## src/rtl/shift_seq_pkg.sv

```systemverilog
// shift_seq_pkg: shared types and helpers for the multi-cycle shift sequencer.
package shift_seq_pkg;

  localparam int DEF_WIDTH = 32;
  localparam int DEF_STEP  = 4;
  // Wide enough to hold any saturated shift amount 0..WIDTH.
  localparam int SHAMT_W   = $clog2(DEF_WIDTH) + 1;

  typedef enum logic [1:0] {
    IDLE  = 2'd0,
    SHIFT = 2'd1,
    DONE  = 2'd2
  } state_t;

  // Unsigned minimum, used for amount saturation and per-cycle step size.
  function automatic logic [31:0] min_amt(input logic [31:0] a, input logic [31:0] b);
    return (a < b) ? a : b;
  endfunction

endpackage

```

## src/rtl/shift_seq_ctrl_step.sv

```systemverilog
// shift_step: combinational shifter covering 0..STEP positions in one pass.
module shift_step
  import shift_seq_pkg::*;
#(
  parameter int WIDTH = DEF_WIDTH,
  parameter int STEP  = DEF_STEP,
  parameter int K_W   = $clog2(STEP) + 1
) (
  input  logic [WIDTH-1:0] data,
  input  logic [K_W-1:0]   k,
  input  logic             is_left,
  input  logic             is_arith,
  output logic [WIDTH-1:0] data_out
);

  // Left is always zero-fill; right fills with the MSB only when arithmetic.
  always_comb begin
    data_out = data;
    if (is_left)       data_out = data << k;
    else if (is_arith) data_out = $signed(data) >>> k;
    else               data_out = data >> k;
  end

endmodule

```

## src/rtl/shift_seq_ctrl.sv

```systemverilog
// shift_seq_ctrl: sequences a wide shift as repeated STEP-sized shifts.
// The accept cycle already performs the first step, so an op of eff_amt
// positions reaches DONE max(1, ceil(eff_amt/STEP)) cycles after accept.
// Optional op counter enabled by defining SHIFT_SEQ_STATS_EN.
module shift_seq_ctrl
  import shift_seq_pkg::*;
#(
  parameter int WIDTH = DEF_WIDTH,
  parameter int STEP  = DEF_STEP
) (
  input  logic             clk,
  input  logic             rst_n,
  input  logic             req_valid,
  output logic             req_ready,
  input  logic [WIDTH-1:0] req_in,
  input  logic [31:0]      req_shamt,
  input  logic             req_is_left,
  input  logic             req_is_arith,
  output logic             resp_valid,
  input  logic             resp_ready,
  output logic [WIDTH-1:0] resp_out,
  output logic             busy
`ifdef SHIFT_SEQ_STATS_EN
  ,output logic [15:0]     op_count
`endif
);

  localparam int REM_W = $clog2(WIDTH) + 1;
  localparam int K_W   = $clog2(STEP) + 1;

  state_t             state_q, state_d;
  logic [WIDTH-1:0]   data_q, data_d;
  logic [REM_W-1:0]   rem_q, rem_d;
  logic               left_q, left_d;
  logic               arith_q, arith_d;
  logic               rdy_en_q;

  logic               idle, accept;
  logic [REM_W-1:0]   eff, rem_src, rem_after;
  logic [K_W-1:0]     k;
  logic [WIDTH-1:0]   step_in, step_out;
  logic               step_left, step_arith;

  assign idle       = (state_q == IDLE);
  assign req_ready  = idle & rdy_en_q;
  assign accept     = req_valid & req_ready;
  assign resp_valid = (state_q == DONE);
  assign resp_out   = data_q;
  assign busy       = ~idle;

  // Saturate the full 32-bit amount to WIDTH.
  assign eff = REM_W'(min_amt(req_shamt, 32'(WIDTH)));

  // In IDLE the shifter works on the incoming request; afterwards on the held op.
  assign rem_src    = idle ? eff          : rem_q;
  assign step_in    = idle ? req_in       : data_q;
  assign step_left  = idle ? req_is_left  : left_q;
  assign step_arith = idle ? req_is_arith : arith_q;
  assign k          = K_W'(min_amt(32'(rem_src), 32'(STEP)));
  assign rem_after  = rem_src - REM_W'(k);

  shift_step #(.WIDTH(WIDTH), .STEP(STEP), .K_W(K_W)) u_step (
    .data     (step_in),
    .k        (k),
    .is_left  (step_left),
    .is_arith (step_arith),
    .data_out (step_out)
  );

  // Next-state and datapath update.
  always_comb begin
    state_d = state_q;
    data_d  = data_q;
    rem_d   = rem_q;
    left_d  = left_q;
    arith_d = arith_q;
    case (state_q)
      IDLE: if (accept) begin
        data_d  = step_out;
        rem_d   = rem_after;
        left_d  = req_is_left;
        arith_d = req_is_arith;
        state_d = (rem_after == '0) ? DONE : SHIFT;
      end
      SHIFT: begin
        data_d = step_out;
        rem_d  = rem_after;
        if (rem_after == '0) state_d = DONE;
      end
      DONE: if (resp_ready) state_d = IDLE;
      default: state_d = IDLE;
    endcase
  end

  // State and operand registers; rdy_en_q holds req_ready low during the reset cycle.
  always_ff @(posedge clk or negedge rst_n) begin
    if (!rst_n) begin
      state_q  <= IDLE;
      data_q   <= '0;
      rem_q    <= '0;
      left_q   <= 1'b0;
      arith_q  <= 1'b0;
      rdy_en_q <= 1'b0;
    end else begin
      state_q  <= state_d;
      data_q   <= data_d;
      rem_q    <= rem_d;
      left_q   <= left_d;
      arith_q  <= arith_d;
      rdy_en_q <= 1'b1;
    end
  end

`ifdef SHIFT_SEQ_STATS_EN
  logic [15:0] cnt_q, cnt_d;

  // Count response handshakes; wraps naturally at 16 bits.
  always_comb cnt_d = cnt_q + 16'(resp_valid & resp_ready);

  // Counter register.
  always_ff @(posedge clk or negedge rst_n) begin
    if (!rst_n) cnt_q <= '0;
    else        cnt_q <= cnt_d;
  end

  assign op_count = cnt_q;
`endif

endmodule

```

## config.mk

```make
export PLATFORM = sky130hd
export DESIGN_NAME = shift_seq_ctrl
export DESIGN_NICKNAME = d
export VERILOG_FILES = /design/src/rtl/shift_seq_pkg.sv /design/src/rtl/shift_seq_ctrl_step.sv /design/src/rtl/shift_seq_ctrl.sv
export SDC_FILE = /design/constraint.sdc
export NUM_CORES = 1
export LEC_CHECK = 0
export CORE_ASPECT_RATIO = 0.8
export CORE_MARGIN = 1
export CORE_UTILIZATION = 45
export DETAILED_ROUTE_END_ITERATION = 12
export GPL_ROUTABILITY_DRIVEN = 1
export HOLD_SLACK_MARGIN = 0.15
export PLACE_DENSITY = 0.76
export SETUP_SLACK_MARGIN = 0.05
export SLEW_MARGIN = 10
export SYNTH_ARGS = -nofsm -noshare
export SYNTH_HDL_FRONTEND = slang
export SYNTH_SLANG_ARGS = --single-unit
```

## constraint.sdc

```tcl
create_clock -name clk -period 3 [get_ports clk]
set_clock_uncertainty 0.1 [all_clocks]
set_input_delay 0.6 -clock clk [delete_from_list [all_inputs] [get_ports clk]]
set_output_delay 0.6 -clock clk [all_outputs]
set_load 0.02 [all_outputs]
```

Yosys cells after proc, flatten, opt, wreduce, memory -nomap -nowiden
Cells that the tools add are included.
{ "totals": {"register_bits": 43, "out_inout_bits": 35, "word_cells": 43} }
{ "classes": {"muxes": 17, "n_addsub": 1, "reduce_logical": 6, "n_eq_ne": 5, "order_cmp": 2, "bitwise": 3, "shifts": 3} }
{ "op_table": {"columns": ["operator", "n"], "rows": [
  ["32-bit two-way mux", 4],
  ["32-bit case mux with 2 select lines", 1],
  ["32-bit by 6-bit < comparator with 1-bit output, second input constant", 1],
  ["32-bit by 3-bit << shifter with 32-bit output", 1],
  ["32-bit by 3-bit >> shifter with 32-bit output", 1],
  ["32-bit by 3-bit >>> shifter with 32-bit output", 1],
  ["6-bit two-way mux", 3],
  ["6-bit case mux with 2 select lines", 1],
  ["2-bit two-way mux", 4],
  ["6-bit logical NOT", 1],
  ["6-bit by 3-bit < comparator with 1-bit output, second input constant", 1],
  ["2-bit case mux with 3 select lines", 1],
  ["6-bit by 3-bit subtractor with 6-bit output", 1],
  ["2-bit by 1-bit inequality test with 1-bit output, second input constant", 2],
  ["2-bit AND reduction", 2],
  ["3-bit two-way mux", 1],
  ["3-bit AND reduction", 1],
  ["1-bit bitwise AND", 2],
  ["2-bit by 1-bit == test with 1-bit output, second input constant", 1],
  ["2-bit == test, second input constant", 1],
  ["2-bit logical NOT", 1],
  ["1-bit two-way mux", 2],
  ["2-bit inequality test, second input constant", 1],
  ["2-bit nonzero test", 1],
  ["1-bit inverter", 1]
]} }

Logic depth before layout (Yosys ltp)
Gate-level depths: netlist of the first run.
{ "logic_depth": {"word_depth": 10, "depth_mapped": 13} }

Cells and area by module
From an unflattened synthesis of the first run, not the netlist that was laid out.
{ "unflattened": {"cells_unflattened": 646, "area_unflattened_um2": 4738.3} }
{ "modules_own_cells": {"columns": ["mod", "seq_area_each_um2", "area_each_um2", "instances", "cells_each"], "rows": [
  ["shift_seq_ctrl", 1076.0, 2509.9, 1, 347],
  ["shift_step", 0.0, 2228.4, 1, 299]
]} }

Worst setup path after synthesis of the first run
No wires, ideal clock.
{ "synth_timing": {"path_kind": "in2reg", "startpoint": "input req_shamt[15]", "endpoint": "register state_q[1]", "arrival_time_ps": 2796, "required_ps": 2779, "cell_stages": 11, "path_buffers": 0, "setup_slack_ps": -17, "path_cell_list": "nor4_1 nand4_2 nor2_1 a22oi_1 a222oi_1 inv_1 ha_1 a221oi_1 xnor2_1 nor3_1 a22o_1"} }
{ "synth_via": {"elab_chain_len": 10, "elab_cells_between_ends": 12, "classes_between": "add/sub: 1; order compare: 2; eq/ne: 1; mux: 6; reduce/logical: 2"} }
{ "synth_lines": {"columns": ["item", "line", "rtl"], "rows": [
  ["start: declaration", "shift_seq_ctrl.sv:16", "input logic [31:0] req_shamt,"],
  ["32-bit by 6-bit < comparator with 1-bit output *", "shift_seq_pkg.sv:17", "return (a < b) ? a : b;"],
  ["6-bit two-way mux *", "shift_seq_pkg.sv:17", null],
  ["6-bit two-way mux *", "shift_seq_ctrl.sv:55", "assign rem_src = idle ? eff : rem_q;"],
  ["6-bit by 3-bit < comparator with 1-bit output", "shift_seq_pkg.sv:17", null],
  ["3-bit two-way mux", "shift_seq_pkg.sv:17", null],
  ["6-bit by 3-bit subtractor with 6-bit output *", "shift_seq_ctrl.sv:60", "assign rem_after = rem_src - REM_W'(k);"],
  ["6-bit logical NOT *", "shift_seq_ctrl.sv:83, shift_seq_ctrl.sv:88", null],
  ["2-bit two-way mux", "shift_seq_ctrl.sv:83", "state_d = (rem_after == '0) ? DONE : SHIFT;"],
  ["2-bit two-way mux", "shift_seq_ctrl.sv:78", "IDLE: if (accept) begin"],
  ["2-bit case mux with 3 select lines", "shift_seq_ctrl.sv:77", "case (state_q)"],
  ["end signal: assignment", "shift_seq_ctrl.sv:105", "state_q <= state_d;"],
  ["end: declaration", "shift_seq_ctrl.sv:31", "state_t state_q, state_d;"]
]} }
Mark *: on every way between the ends. The rest lies on a longest branch, timed or not. The select of a mux whose other input is x is not followed.
A chain may end at the register's enable or synchronous reset.

Worst setup path after layout of the first run
{ "layout_timing": {"startpoint": "register state_q[0]", "endpoint": "output req_ready"} }
{ "layout_via": {"elab_chain_len": 2} }
{ "layout_lines": {"columns": ["item", "line", "rtl"], "rows": [
  ["2-bit logical NOT", "shift_seq_ctrl.sv:44", "assign idle = (state_q == IDLE);"],
  ["1-bit bitwise AND", "shift_seq_ctrl.sv:45", "assign req_ready = idle & rdy_en_q;"],
  ["end: declaration", "shift_seq_ctrl.sv:14", "output logic req_ready,"]
]} }
Every way passes these cells.

==> run_results.csv, run 1 <==
group,metric,value,unit
outcome,status,"completed",
global_routing,track_usage,41.3,%
job,cap_violations,0,
global_routing,gr-total-overflow,0,
clock_tree,cts_buffers,5,
sta,period_share,98.4,%
critical_path,crit_end,"req_ready",
sta,tightestPinTransition,0.547,ns
sta,maxSlewHeadroom,62.5,%
synthesis,syn-num-nets,738,
clock_tree,clock_latency,0.30,ns
clock_tree,clk_pin_slew,0.07,ns
global_routing,grt_pass1_wl,36.8,mm
critical_path,cp.arrival,2.25,ns
critical_path,critPathBufInv,2,
route,vias,7076,
clock_tree,ctsRootBufferMaster,"clkbuf_16",
critical_path,worstSetupPathDepth,4,
clock_tree,tritoncts,"built",
synthesis,synth_cells,666,
critical_path,required,2.30,ns
sta,finalMaxSlewViolations,0,
floorplanning,die_area,11400,µm²
placed_design,io_buffers,104,
pwr,p_total,7720,µW
global_routing,grt_max_degree,33,
min_path,hp-class,"in2async",
critical_path,start_kind,"register",
route,drt_iter0_markers,893,
synthesis,yosysTopAreaCell,"dfrtp_1",
critical_path,critPathKind,"reg2out",
route,routed_via_density,6.92,
synthesis,synth_edf_count,0,
sta,clock.fmax,339,MHz
finish,fin_nets,954,
critical_path,path_delay_family,"buffers and inverters",
clock_tree,cts_max_level,2,
route,wl,23.7,mm
critical_path,path_cells,"nor2_8 > buf_4 > and2_1 > clkdlybuf4s50_1",
synthesis,synth_cell_types,72,
synthesis,yosysTopAreaCellShare,21.7,%
synthesis,synth_ff_type,"dfrtp_1",
placed_design,dp_hpwl,16.9,mm
clock_tree,clockBufferDepth,2,
floorplanning,ioPinCount,105,
sta,hold_viol_final,0,
critical_path,ff2ff_path_depth,11,
sta,whs,0.165,ns
pwr,p_leak,0.00319,µW
sta,timing.setup.tns,0,ns
floorplanning,die_h,95.8,µm
clock_tree,cts_sinks,43,
critical_path,crit_fanout,32,
finish,drive_gt1_share,28.7,%
sta,rsz0062_at_grt,"true",
synthesis,synth_seq_cells,43,
finish,area_growth,54.5,%
critical_path,regToRegEndpoint,"resp_out[29]",
critical_path,timing.rr.start,"state_q[0]",
synthesis,yosysWarnings,0,
route,remaining_drc_errors,0,
clock_tree,cts_hold_buffers,0,
route,firstDrtPassIters,7,
pwr,power_density,1010,nW/µm²
critical_path,critPathCaptureType,"output pin",
critical_path,slowest_delay,0.61,ns
critical_path,rrSetupSlack,0.05,ns
route,ant_nets,0,
floorplanning,dieWidth,119,µm
placed_design,place.gp.congestion,0.991,
synthesis,syn_avg_cell_area,7.44,µm²
sta,finalCriticalPeriod,2.95,ns
finish,diodes,0,
critical_path,slowest_stage,"clkdlybuf4s50_1",
floorplanning,core-area,10500,µm²
floorplanning,placementRows,33,
critical_path,cp-startpoint,"state_q[0]",
pwr,vdd_drop_max,0.000809,V
route,wl_per_cell,23.2,µm
global_routing,grt_antenna_before_repair,0,
synthesis,async_flop_share,100,%
global_routing,grt_pass1_vias,6962,
synthesis,synthesis.area,4950,µm²
floorplanning,start_util,47.2,%
sta,setup_viol,0,
synthesis,synthTopCellsByArea,"dfrtp_1, nand2_1, mux2i_1",
synthesis,synth-seq-area-share,21.7,%
-- area by class of cell --
type / instances / area, µm²
Clock buffer: 8 / 156
Multi-Input combinational cell: 552 / 3780
Tap cell: 140 / 175
Inverter: 5 / 18.8
Timing Repair Buffer: 275 / 2440
Fill cell: 856 / 2840
Sequential cell: 43 / 1080
-- repair_timing --
item | in CTS | in global routing
endpoints found under the setup margin | 35 | 35
setup buffers | 15 | 3
pin swaps | 18 | 24
gates resized for setup | 50 | 45
-- routing by layer --
layer / track usage [%] / vias to the layer above / share of wire (%)
li1: - / 3031 / -
met4: 18.4 / 0 / 4.0
met5: 0 / - / 0
met2: 65.7 / 573 / 44
met1: 52.7 / 3349 / 40
met3: 11.4 / 123 / 13
-- synthesized netlist by cell type, types with 3 or more instances --
cell type / count
nand2_1: 119
nor2_1: 48
dfrtp_1: 43
a211oi_1: 42
a21oi_1: 36
mux2i_1: 36
o21ai_0: 34
clkbuf_1: 32
a31oi_1: 28
buf_2: 26
o211ai_1: 17
nor4_1: 15
nor3_1: 14
a2111oi_0: 11
nand4_1: 11
o31ai_1: 11
mux2_2: 10
nand3_1: 8
a311oi_1: 6
a221oi_1: 5
a32oi_1: 5
o21ai_1: 5
o221ai_1: 5
a22oi_1: 4
and2_1: 4
buf_1: 4
inv_1: 4
nor3_2: 4
nor4_2: 4
o21a_1: 4
o22ai_1: 4
a211o_1: 3
a221o_1: 3
a311o_1: 3
a32o_1: 3
buf_6: 3
mux4_2: 3
nor3b_1: 3
o311ai_0: 3
o41ai_1: 3
-- cells by family after synthesis --
| group | Yosys count | synth area share, % |
|---|---|---|
| AO/OA/AOI/OAI | 257 | 36.9 |
| XOR/XNOR | 1 | 0.177 |
| adder cells (fa/ha/maj) | 2 | 0.505 |
| buffers and inverters | 71 | 6.57 |
| flip-flops | 43 | 21.7 |
| multiplexers | 49 | 10.9 |
| other | 1 | 0.0757 |
| AND/OR/NAND/NOR | 242 | 23.2 |
-- flip-flops by register name, indices dropped and copies added (netlist names) --
signal / cells
arith_q: 1
left_q: 1
rdy_en_q: 1
rem_q: 6
resp_out: 32
state_q: 2
-- through the flow --
step | cells | util [%] | setup slack, ns | instance area (µm²)
floorplan | 666 | - | 0.0537 | 4960
global placement | 997 | 68.1 | -0.733 | 7140
detailed placement | 997 | 68.1 | -0.668 | 7140
CTS | 1020 | 72.1 | 0.0557 | 7560
finish | 1023 | 73.0 | 0.0466 | 7650
global route | 1023 | 73.0 | -0.0370 | 7650
-- report_power, final --
part           switching [µW]  internal (µW)  leakage [µW]  total, µW
Sequential                306            852      0.000530       1160
Clock                     262            356     0.0000772        618
Combinational            3480           2470       0.00258       5950
-- worst min path at each step --
stage          startpoint        to  slack, ns  cells past startpoint
3_5_place_dp     rem_q[1]  rem_q[1]       0.37                      2
6_report            rst_n   arith_q       0.16                      1
4_1_cts             rst_n   arith_q       0.18                      1
3_3_place_gp     rem_q[1]  rem_q[1]       0.36                      2
2_1_floorplan       rst_n   arith_q       0.20                      0
5_1_grt             rst_n   arith_q       0.20                      1
-- layout by cell type, fill, tap and decap left out, types with 4 or more instances in the layout --
master,n
inv_1,4
o211ai_1,17
and2_1,4
clkbuf_2,7
dlymetal6s2s_1,9
buf_6,5
a211oi_1,38
nor4_1,8
buf_4,156
o21ai_1,4
nand4_1,11
o21a_1,4
a211oi_2,4
o221ai_1,4
nor3_2,8
nand3_1,8
o31ai_1,11
a311oi_1,5
clkdlybuf4s50_1,75
dfrtp_1,43
a2111oi_0,6
clkbuf_16,5
nand2_1,118
o22ai_1,4
a21oi_1,36
mux2_2,9
o21ai_0,33
nor3_1,10
dlygate4sd2_1,6
nor4_2,9
buf_12,10
nor2_1,45
mux2i_1,36
a31oi_1,27
a32oi_1,5
clkdlybuf4s15_1,6
No activity file was read; power rests on OpenSTA's default activity.
==> run 2, diff against run 1 <==
Settings changed: SLEW_MARGIN 10 to 20.
==> results of run 2 <==
Final layout, timing and power as in run 1 (identical DEF).
